===== config.mk =====
export PLATFORM = sky130hd
export DESIGN_NAME = mem_access
export DESIGN_NICKNAME = d
export VERILOG_FILES = /design/src/rtl/mem_access.sv
export SDC_FILE = /design/constraint.sdc
export NUM_CORES = 1
export LEC_CHECK = 0
export CORE_UTILIZATION = 36
export DETAILED_ROUTE_END_ITERATION = 8
export PLACE_DENSITY_LB_ADDON = 0.1
export SLEW_MARGIN = 5
export SYNTH_ARGS = -nofsm -noshare
export SYNTH_HDL_FRONTEND = slang
export SYNTH_SLANG_ARGS = --single-unit
export TNS_END_PERCENT = 100

===== constraint.sdc =====
create_clock -name clk -period 3.9 [get_ports clk]
set_input_delay 1.17 -clock clk [delete_from_list [all_inputs] [get_ports clk]]
set_output_delay 1.17 -clock clk [all_outputs]
set_load 0.05 [all_outputs]

===== src/rtl/mem_access.sv =====
// mem_access: memory stage issuing loads/stores over a req/gnt/rvalid bus and owning the MEM/WB register
module mem_access #(
    parameter int TIMEOUT_CYC = 255
) (
    input  logic        clk,
    input  logic        reset,
    input  logic [4:0]  in_regWAddr,
    input  logic [31:0] in_regRData2,
    input  logic [31:0] in_result,
    input  logic [31:0] in_pc,
    input  logic        mem_read,
    input  logic        mem_write,
    input  logic [1:0]  mem_size,
    input  logic        mem_unsigned,
    input  logic        flush,
    output logic        dmem_req,
    output logic        dmem_we,
    output logic [31:0] dmem_addr,
    output logic [31:0] dmem_wdata,
    output logic [3:0]  dmem_wstrb,
    input  logic        dmem_gnt,
    input  logic        dmem_rvalid,
    input  logic [31:0] dmem_rdata,
    output logic        mem_stall,
    output logic        misalign_err,
    output logic        bus_err,
    output logic [4:0]  wb_regWAddr,
    output logic [31:0] wb_result,
    output logic [31:0] wb_pc
);
    typedef enum logic [1:0] {IDLE, WAIT_GNT, WAIT_RESP, DRAIN} state_t;

    state_t      state_q, state_d;
    logic [7:0]  cnt_q;
    logic [1:0]  lane;
    logic [15:0] lane_data;
    logic        mem_op, misaligned, access, waiting, timeout;
    logic        bubble, bus_err_d, misalign_d, wb_en;
    logic [31:0] load_data, wb_result_d, wb_pc_d;
    logic [4:0]  wb_regWAddr_d;

    assign lane       = in_result[1:0];
    assign mem_op     = mem_read | mem_write;
    assign misaligned = ((mem_size == 2'd1) && lane[0]) || (mem_size[1] && (lane != 2'd0));
    assign access     = mem_op & ~misaligned & ~flush;
    assign waiting    = (state_q == WAIT_GNT) || (state_q == WAIT_RESP);
    assign timeout    = waiting && (cnt_q == 8'(TIMEOUT_CYC - 1));

    assign lane_data  = 16'(dmem_rdata >> {lane, 3'b000});
    assign load_data  = (mem_size == 2'd0) ? {{24{~mem_unsigned & lane_data[7]}}, lane_data[7:0]} :
                        (mem_size == 2'd1) ? {{16{~mem_unsigned & lane_data[15]}}, lane_data} :
                        dmem_rdata;

    assign dmem_we    = mem_write;
    assign dmem_addr  = {in_result[31:2], 2'b00};
    assign dmem_wdata = (mem_size == 2'd0) ? {4{in_regRData2[7:0]}} :
                        (mem_size == 2'd1) ? {2{in_regRData2[15:0]}} :
                        in_regRData2;
    assign dmem_wstrb = !mem_write         ? 4'b0000 :
                        (mem_size == 2'd0) ? 4'b0001 << lane :
                        (mem_size == 2'd1) ? 4'b0011 << lane :
                        4'b1111;

    always_comb begin
        state_d   = state_q;
        dmem_req  = 1'b0;
        mem_stall = 1'b0;
        bus_err_d = 1'b0;
        bubble    = 1'b0;
        case (state_q)
            IDLE: begin
                dmem_req  = access;
                mem_stall = access;
                if (access) state_d = dmem_gnt ? WAIT_RESP : WAIT_GNT;
            end
            WAIT_GNT: begin
                dmem_req  = 1'b1;
                mem_stall = 1'b1;
                if (flush) begin
                    state_d = IDLE;
                    bubble  = 1'b1;
                end else if (dmem_gnt) begin
                    state_d = WAIT_RESP;
                end else if (timeout) begin
                    state_d   = IDLE;
                    bus_err_d = 1'b1;
                    mem_stall = 1'b0;
                end
            end
            WAIT_RESP: begin
                mem_stall = 1'b1;
                if (dmem_rvalid) begin
                    state_d   = IDLE;
                    mem_stall = 1'b0;
                end else if (timeout) begin
                    state_d   = IDLE;
                    bus_err_d = 1'b1;
                    mem_stall = 1'b0;
                end else if (flush) begin
                    state_d = DRAIN;
                end
            end
            DRAIN: begin
                mem_stall = 1'b1;
                if (dmem_rvalid) begin
                    state_d = IDLE;
                    bubble  = 1'b1;
                end
            end
        endcase
        // An in-flight access must vanish from the bus as soon as reset is asserted
        if (!reset) begin
            dmem_req  = 1'b0;
            mem_stall = 1'b0;
        end
    end

    assign wb_en = ~mem_stall | bubble;

    always_comb begin
        wb_regWAddr_d = in_regWAddr;
        wb_result_d   = in_result;
        wb_pc_d       = in_pc;
        misalign_d    = 1'b0;
        if (bubble || flush) begin
            wb_regWAddr_d = 5'd0;
            wb_result_d   = 32'd0;
            wb_pc_d       = 32'd0;
        end else if (bus_err_d) begin
            wb_regWAddr_d = 5'd0;
            wb_result_d   = 32'd0;
        end else if (mem_op && misaligned) begin
            wb_regWAddr_d = 5'd0;
            wb_result_d   = 32'd0;
            misalign_d    = 1'b1;
        end else if (mem_read) begin
            wb_result_d   = load_data;
        end else if (mem_write) begin
            wb_regWAddr_d = 5'd0;
        end
    end

    always_ff @(posedge clk or negedge reset) begin
        if (!reset) begin
            state_q      <= IDLE;
            cnt_q        <= 8'd0;
            misalign_err <= 1'b0;
            bus_err      <= 1'b0;
            wb_regWAddr  <= 5'd0;
            wb_result    <= 32'd0;
            wb_pc        <= 32'd0;
        end else begin
            state_q      <= state_d;
            cnt_q        <= (waiting && state_d == state_q) ? cnt_q + 8'd1 : 8'd0;
            misalign_err <= wb_en & misalign_d;
            bus_err      <= bus_err_d;
            if (wb_en) begin
                wb_regWAddr <= wb_regWAddr_d;
                wb_result   <= wb_result_d;
                wb_pc       <= wb_pc_d;
            end
        end
    end
endmodule


# Yosys cells after proc, flatten, opt, wreduce, memory -nomap -nowiden
# Cells that the tools add are included.
[classes] addsub=1 shift=3 bitwise=11 eq_ne=6 reduce_logical=11 n_mux=47
[ops] op="two-way mux 32 bit" count=9
[ops] op="right shift 32 x 5 -> 16 bit" count=1
[ops] op="two-way mux 5 bit" count=5
[ops] op="two-way mux 2 bit" count=9
[ops] op="two-way mux 1 bit" count=15
[ops] op="two-way mux 4 bit" count=3
[ops] op="adder 8 x 1 -> 8 bit, second input constant" count=1
[ops] op="== test 8 bit, second input constant" count=1
[ops] op="two-way mux 8 bit" count=1
[ops] op="one-hot mux 2 bit (4 select lines)" count=1
[ops] op="one-hot mux 1 bit (2 select lines)" count=3
[ops] op="AND 1 bit" count=5
[ops] op="logical AND 1 bit" count=5
[ops] op="== test 2 x 1 -> 1 bit, second input constant" count=2
[ops] op="== test 2 bit, second input constant" count=2
[ops] op="logical NOT 2 bit" count=2
[ops] op="inverter 1 bit" count=4
[ops] op="one-hot mux 1 bit (4 select lines)" count=1
[ops] op="left shift 1 x 2 -> 4 bit, first input constant" count=1
[ops] op="left shift 2 x 2 -> 4 bit, first input constant" count=1
[ops] op="logical OR 1 bit" count=3
[ops] op="== test 2 bit" count=1
[ops] op="OR 1 bit" count=2
[ops] op="nonzero test 2 bit" count=1
[totals] register_bits=81 elab_cells=86

# Longest topological paths before layout
# Gate-level depths: netlist (run 1).
[depth] ltp_word=11 ltp_mapped=13 ltp_nobuf=7

# Least setup slack after synthesis (run 1)
# Ideal clock, no wire load.
[synth_path] kind="input -> output" startpoint="input port in_result[1]" endpoint="output port dmem_wstrb[2]" cell_stages=6 slack_ns=-0.597 required_time_ns=2.730 arrival_ns=3.327 path_cell_list="buf_1 buf_1 inv_1 ha_1 mux2i_1 a21boi_0"
[synth_between] elab_chain_cells=4
[synth_rtl] element="from (decl)" line="9" text="input logic [31:0] in_result,"
[synth_rtl] element="left shift 2 x 2 -> 4 bit" line="61" text="(mem_size == 2'd1) ? 4'b0011 << lane :"
[synth_rtl] element="two-way mux 4 bit" line="61"
[synth_rtl] element="two-way mux 4 bit (*)" line="60" text="(mem_size == 2'd0) ? 4'b0001 << lane :"
[synth_rtl] element="two-way mux 4 bit (*)" line="59" text="assign dmem_wstrb = !mem_write ? 4'b0000 :"
[synth_rtl] element="to (decl)" line="20" text="output logic [3:0] dmem_wstrb,"
# Mark *: on every way between the ends. The rest lies on a longest branch, timed or not.

# Final worst setup path (run 1)
[layout_path] startpoint="input port dmem_rvalid" endpoint="output port mem_stall"
[layout_between] elab_chain_cells=3
[layout_rtl] element="from (decl)" line="22" text="input logic dmem_rvalid,"
[layout_rtl] element="two-way mux 1 bit" line="92" text="if (dmem_rvalid) begin"
[layout_rtl] element="one-hot mux 1 bit (4 select lines)" line="70" text="case (state_q)"
[layout_rtl] element="two-way mux 1 bit" line="112" text="if (!reset) begin"
[layout_rtl] element="to (decl)" line="24" text="output logic mem_stall,"
# No other way between the ends.

==> summary.txt, run 1 <==
Crit share post-route = 0.973
Core Region = 14,500 um2
Root Driver = clkbuf_16
Clock sink count = 81
Most common cell after layout, fill and taps aside = clkdlybuf4s50_1
Synth Area in Adders = 0.0236
Proportion of synthesized area in mux cells = 0.0884
#FFs+latches synth = 81
Cell area power density = 526 nW/um2
Sw Ratio = 0.462
Setup Viol. Count Final = 0
XOR/XNOR Fraction of Synth Area = 0.0116
Slew at the pin closest to its max-slew limit = 1200 ps
Slew Limit Fails = 0
Crit Path Category = input pin to primary output
FFs w/ async S/R, synth = 1.00
Clock-pin slew on the worst setup and hold paths = 60 ps
Mapped Area = 5310 um2
Syn Area/Cell = 10.1 um2
Worst EP required = 2730 ps
CTS tree = done
Layout Area Growth over Synthesis = 57.1%
Max_cap viols = 0
Antenna cell count = 0
Hold-fix buffers, CTS = 0
# IOs = 285
Via count = 5,159
CP Launch Type = input pin
Pin count of the biggest net entering global routing = 71
# nets final = 920
Setup TNS = 0 ps
CTS Buf Count = 9
DIE AREA = 15,200 um2
Setup Buffers After CTS = 0
Ys flop type = dfrtp_1
Commonest non-fill, non-tap cells in the layout = clkdlybuf4s50_1 (210), buf_4 (87), dfrtp_1 (81)
Drt initial violations = 349
Initial antenna violation count = 0
Crit path DAT = 2630 ps
Layout cells sized above 1 = 0.207
Post-synth cell types = 58
Comb pwr share = 0.553
Worst vdd ir = 0.301 mV
Slew headroom = 0.197
Outcome = complete, no violations
Row cnt = 44
Unrepaired setup endpoints after global routing = false
Crit end category = primary output
YS warnings = 0
Worst-Skew Late Latency = 340 ps
CTS max path bufs = 2
Sequential area share after synthesis = 0.382
CTS H-tree lvls = 3
Fin. Hold Viols = 0
Clock power share = 0.181
Initial Utilization = 0.367
FILL cells = 1,225
Internal power = 0.00236 W
Post-synthesis simple-gate area fraction = 0.103
Die height = 123 um
Gr usage total = 0.230
Die width = 123 um
Sequential share of power = 0.266
Average via count per standard cell = 5.40
IO Port Bufs = 282
Final worst path period need = 3800 ps
Drt pass-1 iters = 5
Min-delay worst type = register to register
Drt wl/cell = 18.7 um
Antenna Nets Post-Route = 0
Clock Skews = 9.61 ps
Largest family of logic cells by synthesized area = compound AO/OA/AOI/OAI gates
GPL Wtd Cong = 0.819
Complex-gate fraction of the synthesized area = 0.281
Leakage = 3.68 nW
Post-Route WL = 17,900 um
Post-synth EDFFs = 0
Final core utilization = 0.576
Fmax = 0.264 GHz
Vias in the first global route = 4,870
DRC viols = 0
Hpwl dp = 13,600 um
Critical Path Fanout Max = 5
Syn Inst Count = 525
First-pass GRT wire length = 26,600 um
Gr ovfl total = 0
Switching Power = 0.00203 W
## critical path, stage by stage
cell and delay (ps):
clkdlybuf4s50_1 480, nor2b_2 150, o21ai_1 90, a22o_1 230
nand2b_1 180, a21oi_4 160, buf_6 170
## cell usage after synthesis (3+ instances only)
library cell,instances,area (um2)
a21boi_0,4,30.0
o221a_2,6,67.6
nand2_1,32,120
buf_4,42,315
o2bb2ai_1,10,87.6
nand4_1,5,31.3
a22oi_1,3,22.5
clkbuf_1,13,48.8
a221o_1,20,200
nor3_1,4,20.0
a2bb2oi_1,11,96.3
o21ai_0,22,110
mux2_2,18,203
o211ai_1,9,67.6
xor2_1,4,35.0
nand2b_1,11,68.8
ha_1,10,125
nor2b_1,5,31.3
dfrtp_1,81,2030
xnor2_1,3,26.3
nand3_1,17,85.1
a22o_1,57,499
buf_6,6,67.6
buf_2,16,80.1
a21o_1,3,22.5
o22a_1,5,43.8
buf_1,4,15.0
nor2_1,20,75.1
mux2i_1,18,180
inv_1,12,45.0
a21oi_1,19,95.1
## power by group through the flow
stage                     clock (W)  combinational, W  sequential [W]
final                      0.000797           0.00243         0.00117
after floorplan                   0          0.000952         0.00183
after global routing       0.000857           0.00256         0.00119
after global placement            0           0.00240         0.00117
after detailed placement          0           0.00243         0.00118
after CTS                  0.000815           0.00244         0.00117
## state kept, by name, summed over array words and instances (netlist names)
register      flops
wb_pc            32
wb_result        32
cnt_q             8
wb_regWAddr       5
state_q           2
bus_err           1
misalign_err      1
## routing by layer
layer  vias to the layer above  share of wire  GRT usage  wire, um
met3                        18          0.084     0.0581      1510
met2                       240           0.49      0.386      8770
met4                         0          0.015     0.0655       274
li1                       2424              -          -         -
met1                      2477           0.41      0.289      7300
met5                         -              0          0         0
## layout make-up
| cell class | count | area [um2] | share of cell area |
|---|---|---|---|
| tap | 184 | 230 | 0.0276 |
| clock inverter | 7 | 52.6 | 0.00630 |
| clock buffer | 9 | 225 | 0.0270 |
| timing repair buffer | 312 | 3020 | 0.362 |
| inverter | 14 | 53.8 | 0.00645 |
| multi-input combinational | 349 | 2730 | 0.327 |
| sequential | 81 | 2030 | 0.243 |
## cells by family after synthesis
group                    Yosys count
AO/OA/AOI/OAI                    184
AND/OR/NAND/NOR                  105
buffers and inverters             96
flip-flops                        81
multiplexers                      41
adder cells (fa/ha/maj)           10
XOR/XNOR                           7
other                              1
## final timing paths
check                                              start                   endpoint  slack [ps]  cells past startpoint
worst max-delay path                         dmem_rvalid                  mem_stall         100                      7
worst min-delay path            wb_result[6]$_DFFE_PN0P_   wb_result[6]$_DFFE_PN0P_         500                      1
worst max register to register      state_q[1]$_DFF_PN0_   wb_result[4]$_DFFE_PN0P_         700                      8
worst min register to register  wb_result[6]$_DFFE_PN0P_   wb_result[6]$_DFFE_PN0P_         500                      1
max in group asynchronous                          reset       wb_pc[6]$_DFFE_PN0P_        1960                      3
min in group asynchronous                          reset  wb_result[12]$_DFFE_PN0P_         860                      2
## repair_timing
item                       CTS  global route
resized for setup            1             6
setup endpoints to repair    1             3
pin swaps                    0             0
hold endpoints to repair     0             0
## metrics by stage
step | instance area [um2] | setup slack (ps) | instances | hold slack, ps | power, W
after floorplan | 5330 | -120 | 526 | 480 | 0.00278
after global placement | 8030 | -3.26 | 940 | 479 | 0.00358
after detailed placement | 8030 | 14.7 | 940 | 484 | 0.00361
after CTS | 8320 | 10.6 | 956 | 501 | 0.00442
after global routing | 8340 | 20.7 | 956 | 516 | 0.00461
final | 8340 | 105 | 956 | 497 | 0.00439
Note: power is estimated with default switching activity, not from simulation.
==> run 2, diff against run 1 <==
--- a/config.mk
+++ b/config.mk
@@ -7,7 +7,7 @@
 export LEC_CHECK = 0
 export CORE_UTILIZATION = 36
 export DETAILED_ROUTE_END_ITERATION = 8
-export PLACE_DENSITY_LB_ADDON = 0.1
+export PLACE_DENSITY = 0.78
 export SLEW_MARGIN = 5
 export SYNTH_ARGS = -nofsm -noshare
 export SYNTH_HDL_FRONTEND = slang
==> summary.txt, run 2 (synthesis results as in run 1) <==
CTS H-tree lvls = 3
Final worst path period need = 3840 ps
Worst Setup Slack, final = 59.9 ps
Placed cell area = 8060 um2
Layout cells sized above 1 = 0.209
Max incr delay on CP = 420 ps
Largest registers = wb_pc: 32 flops, wb_result: 32 flops, cnt_q: 8 flops
First-pass GRT wire length = 27,500 um
Initial Utilization = 0.367
Slew Limit Fails = 0
Worst vdd ir = 0.290 mV
Clock-pin slew on the worst setup and hold paths = 60 ps
Top delay family on crit path = buffers and inverters
Worst EP required = 2730 ps
Fin area = 8370 um2
Average via count per standard cell = 5.54
# IOs = 285
Via count = 5,303
DRC viols = 0
Gr usage total = 0.240
CTS Buf Count = 9
CTS max path bufs = 2
DIE AREA = 15,200 um2
Crit end category = primary output
Root Driver = clkbuf_16
Leakage = 3.68 nW
Slew at the pin closest to its max-slew limit = 1190 ps
Crit Path Category = input pin to primary output
Crit share post-route = 0.985
CTS tree = done
Fmax = 0.260 GHz
Critical Path Fanout Max = 3
Pin count of the biggest net entering global routing = 70
Max_cap viols = 0
M2 GR Usage = 0.439
Cell area power density = 533 nW/um2
Slowest stage cell, crit path = clkdlybuf4s50_1
Gr ovfl total = 0
IO Port Bufs = 282
GR Layer Usage met3 = 0.0415
Most common cell after layout, fill and taps aside = clkdlybuf4s50_1
Worst-Skew Late Latency = 340 ps
Unrepaired setup endpoints after global routing = true
Drt pass-1 iters = 5
Initial antenna violation count = 0
Outcome = complete, no violations
CP Launch Type = input pin
Hold WS = 505 ps
DP Cell Count = 942
Die width = 123 um
Gr busiest metal = met2
Vias in the first global route = 5,170
Setup Viol. Count Final = 0
Commonest non-fill, non-tap cells in the layout = clkdlybuf4s50_1 (211), buf_4 (89), dfrtp_1 (81)
Antenna Nets Post-Route = 0
Setup WS pre-CTS = -29.6 ps
Core Region = 14,500 um2
Fin. Hold Viols = 0
Drt initial violations = 328
Layout Area Growth over Synthesis = 57.7%
Slew headroom = 0.200
Routing usage on met1 = 0.277
Antenna cell count = 0
Clock Skews = 9.00 ps
Drt wl/cell = 19.1 um
GPL Wtd Cong = 0.912
# nets final = 922
Worst path cell trace = clkdlybuf4s50_1, inv_1, ha_1, nand2b_4, and3_4, nand2b_1, a21oi_4, buf_6
Crit path DAT = 2670 ps
Min-delay worst type = register to register
Row cnt = 44
Die height = 123 um
Layout Cells excl Fill = 958
Post-Route WL = 18,300 um
Clock sink count = 81
Buffers and inverters on the worst path = 3
Hpwl dp = 14,500 um
-- run 2: final cells by class --
| cell class | instances | area, um2 |
|---|---|---|
| multi-input cells | 349 | 2730 |
| inverters | 14 | 53.8 |
| flip-flops and latches | 81 | 2030 |
| well taps | 184 | 230 |
| repair buffers | 314 | 3040 |
| clock inverters | 6 | 48.8 |
| clock buffers | 10 | 239 |
| fillers | 1191 | 6110 |
-- run 2: final timing paths --
path	cells after the start	end	slack, ps	startpoint
setup / recovery	8	mem_stall	60	in_result[1]
max in group asynchronous	2	wb_result[23]$_DFFE_PN0P_	2090	reset
hold reg to reg	2	wb_result[0]$_DFFE_PN0P_	500	wb_result[0]$_DFFE_PN0P_
min in group asynchronous	1	wb_result[19]$_DFFE_PN0P_	680	reset
setup reg to reg	9	wb_result[11]$_DFFE_PN0P_	940	state_q[0]$_DFF_PN0_
hold / removal	2	wb_result[0]$_DFFE_PN0P_	500	wb_result[0]$_DFFE_PN0P_
-- run 2: power breakdown --
part	switching, W	total (W)	internal [W]
clock	0.000361	0.000816	0.000454
sequential	0.000141	0.00118	0.00104
combinational	0.00155	0.00246	0.000910
total	0.00205	0.00446	0.00240
-- run 2: timing repair --
| item | CTS | global route |
|---|---|---|
| pin swaps | 0 | 0 |
| setup endpoints to repair | 2 | 3 |
| hold buffers | 0 | 0 |
| cloned | 0 | 0 |
| resized for setup | 3 | 1 |
| setup buffers | 0 | 0 |
-- run 2: per-stage QoR --
| stage | util | TNS (ps) | power [W] |
|---|---|---|---|
| 6_report | 0.578 | 0 | 0.00446 |
| 3_3_place_gp | 0.557 | -6.60 | 0.00361 |
| 4_1_cts | 0.578 | 0 | 0.00448 |
| 2_1_floorplan | - | -120 | 0.00278 |
| 5_1_grt | 0.578 | -8.91 | 0.00467 |
| 3_5_place_dp | 0.557 | -37.2 | 0.00365 |
-- run 2: worst register-to-register path: stages (launching register included) --
cell      delay [ps]
dfrtp_1          500
inv_1            140
ha_1             440
nand4_1          210
o21ai_1          100
buf_4            160
a221oi_1         440
and2_4           440
buf_4            290
a22o_1           180
-- run 2: per-layer routing --
layer	up-vias	wire, um
met1	2567	7130
met4	0	351
li1	2442	-
met3	28	1260
met2	266	9590
met5	-	0
==> run 3, diff against run 2 <==
--- a/config.mk
+++ b/config.mk
@@ -5,8 +5,10 @@
 export SDC_FILE = /design/constraint.sdc
 export NUM_CORES = 1
 export LEC_CHECK = 0
+export ABC_AREA = 1
 export CORE_UTILIZATION = 36
 export DETAILED_ROUTE_END_ITERATION = 8
+export HOLD_SLACK_MARGIN = 0.05
 export PLACE_DENSITY = 0.78
 export SLEW_MARGIN = 5
 export SYNTH_ARGS = -nofsm -noshare
==> summary.txt, run 3 <==
Layout cells sized above 1 = 0.142
Hold-fix buffers, CTS = 0
Worst vdd ir = 0.352 mV
Worst r2r src = state_q[1]$_DFF_PN0_
Slew at the pin closest to its max-slew limit = 1270 ps
R2R depth = 11
Die height = 124 um
Most common cell in the netlist = nand2_1
Drt wl/cell = 16.8 um
Hpwl dp = 15,100 um
# IOs = 285
Crit path DAT = 2650 ps
Unrepaired setup endpoints after global routing = false
Core Region = 14,500 um2
Average via count per standard cell = 5.08
IO Port Bufs = 282
Gr usage total = 0.254
Sequential share of power = 0.251
Clock power share = 0.182
Layout Area Growth over Synthesis = 60.6%
Synth top area share = 0.378
Drt initial violations = 488
Internal power = 0.00248 W
FFs w/ async S/R, synth = 1.00
Hold Path Origin = cnt_q[0]$_DFF_PN0_
Critical Path Fanout Max = 3
Slew headroom = 0.154
DRC viols = 0
Syn Inst Count = 760
Total power = 0.00477 W
Post-Route WL = 20,100 um
First-pass GRT wire length = 29,400 um
Ys flop type = dfrtp_1
Fin. Hold Viols = 0
Via count = 6,062
Worst-Skew Late Latency = 340 ps
Clock-pin slew on the worst setup and hold paths = 60 ps
Die width = 124 um
Clock sink count = 81
R2r setup slk = 990 ps
Largest registers = wb_pc: 32 flops, wb_result: 32 flops, cnt_q: 8 flops
Crit Path Category = input pin to primary output
Syn Area/Cell = 7.06 um2
Fmax = 0.261 GHz
Crit share post-route = 0.981
Comb pwr share = 0.567
YS warnings = 0
Setup WS pre-CTS = -5.72 ps
Initial Utilization = 0.369
Sw Ratio = 0.481
Slew Limit Fails = 0
CTS H-tree lvls = 3
Worst Setup Slack, final = 75.3 ps
Initial antenna violation count = 1
Hold path cells = 1
Multi-input logic area = 2650 um2
# nets final = 1,156
Post-synth EDFFs = 0
FILL cells = 1,329
Cell area power density = 554 nW/um2
Drt pass-1 iters = 5
Final worst path period need = 3820 ps
CP Launch Type = input pin
Commonest non-fill, non-tap cells in the layout = nand2_1 (267), clkdlybuf4s50_1 (209), dfrtp_1 (81)
Outcome = complete, no violations
Clock Skews = 7.93 ps
Most common library cells after synthesis = nand2_1 (268), dfrtp_1 (81), nand3_1 (75)
Ranking of synthesized cells by area = dfrtp_1 (38%), nand2_1 (19%), nand3_1 (7.0%), buf_4 (6.7%), o21ai_0 (4.6%)
Vias in the first global route = 5,401
Placed cell area = 8290 um2
Post-synth cell types = 37
Most common cell after layout, fill and taps aside = nand2_1
#FFs+latches synth = 81
R2R Path End = wb_regWAddr[1]$_DFFE_PN0P_
Cell type with the largest total area after synthesis = dfrtp_1
DIE AREA = 15,400 um2
Register area = 2030 um2
GPL Wtd Cong = 0.897
Max_cap viols = 0
Worst EP required = 2730 ps
CTS max path bufs = 2
Antenna Nets Post-Route = 0
Sequential area share after synthesis = 0.378
CTS tree = done
Root Driver = clkbuf_16
Min-delay worst type = register to register
Gr ovfl total = 0
Pin count of the biggest net entering global routing = 70
Switching Power = 0.00229 W
CTS Buf Count = 9
Fin area = 8610 um2
Leakage = 4.08 nW
Setup Viol. Count Final = 0
Row cnt = 44
Mapped Area = 5360 um2
Crit end category = primary output
WHS Endpoint = cnt_q[0]$_DFF_PN0_
[run 3: cell types whose count changed after synthesis, moves of 20 or more]
cell / change
nand3_1: +58
a221o_1: -20
o211ai_1: +21
nand2_1: +236
a22o_1: -57
o21ai_0: +27
[run 3: timing repair]
action | in CTS | in global routing
setup endpoints to repair | 2 | 3
buffers inserted | 0 | 0
resized for setup | 2 | 3
gates cloned | 0 | 0
[run 3: worst max-delay path by stage]
stage	end	start
2_1_floorplan	dmem_wdata[10]	mem_size[1]
3_3_place_gp	dmem_wdata[29]	mem_size[1]
3_5_place_dp	mem_stall	in_result[0]
4_1_cts	dmem_req	in_result[0]
5_1_grt	dmem_req	in_result[1]
6_report	dmem_req	in_result[1]
[run 3: metrics by stage]
| stage | util | hold WS [ps] | instances | TNS, ps |
|---|---|---|---|---|
| 3_5_place_dp | 0.570 | 457 | 1176 | -11.0 |
| 6_report | 0.592 | 465 | 1193 | 0 |
| 5_1_grt | 0.592 | 494 | 1193 | 0 |
| 4_1_cts | 0.592 | 472 | 1192 | 0 |
| 2_1_floorplan | - | 443 | 761 | -679 |
| 3_3_place_gp | 0.570 | 452 | 1176 | 0 |
[run 3: power groups by stage]
stage / logic (W) / clock network, W / registers (W)
floorplan: 0.00103 / 0 / 0.00192
global placement: 0.00268 / 0 / 0.00120
detailed placement: 0.00270 / 0 / 0.00120
CTS: 0.00271 / 0.000888 / 0.00119
global route: 0.00288 / 0.000923 / 0.00123
finish: 0.00271 / 0.000868 / 0.00120
[run 3: per-layer routing]
metal,track usage,vias up,wire length [um]
li1,-,2956,-
met1,0.343,2830,8860
met2,0.407,238,9530
met3,0.0449,38,1130
met4,0.0871,0,569
met5,0,-,0
[run 3: area by class of cell]
class | instances | area share
clock inverters | 4 | 0.00596
diodes | 1 | 0.000291
flip-flops and latches | 81 | 0.235
multi-input cells | 555 | 0.308
clock buffers | 12 | 0.0298
well taps | 184 | 0.0267
repair buffers | 318 | 0.377
inverters | 38 | 0.0171
[run 3: cell families after synthesis]
family / Yosys count / synth area share
DFF: 81 / 0.378
adders and majority gates: 10 / 0.0233
AOI/OAI and AO/OA: 141 / 0.153
and+or+nand+nor: 396 / 0.306
xor gates and xnor gates: 6 / 0.00980
other: 1 / 0.000699
buffers and inverters: 125 / 0.129
[run 3: worst max-delay path, cell delays in order]
cell and delay, ps:
clkdlybuf4s50_1 510, inv_2 50, ha_1 170, inv_1 80, nand2_2 80, nand3_2 90
buf_4 120, nor2_1 40, o21a_1 200, buf_12 150
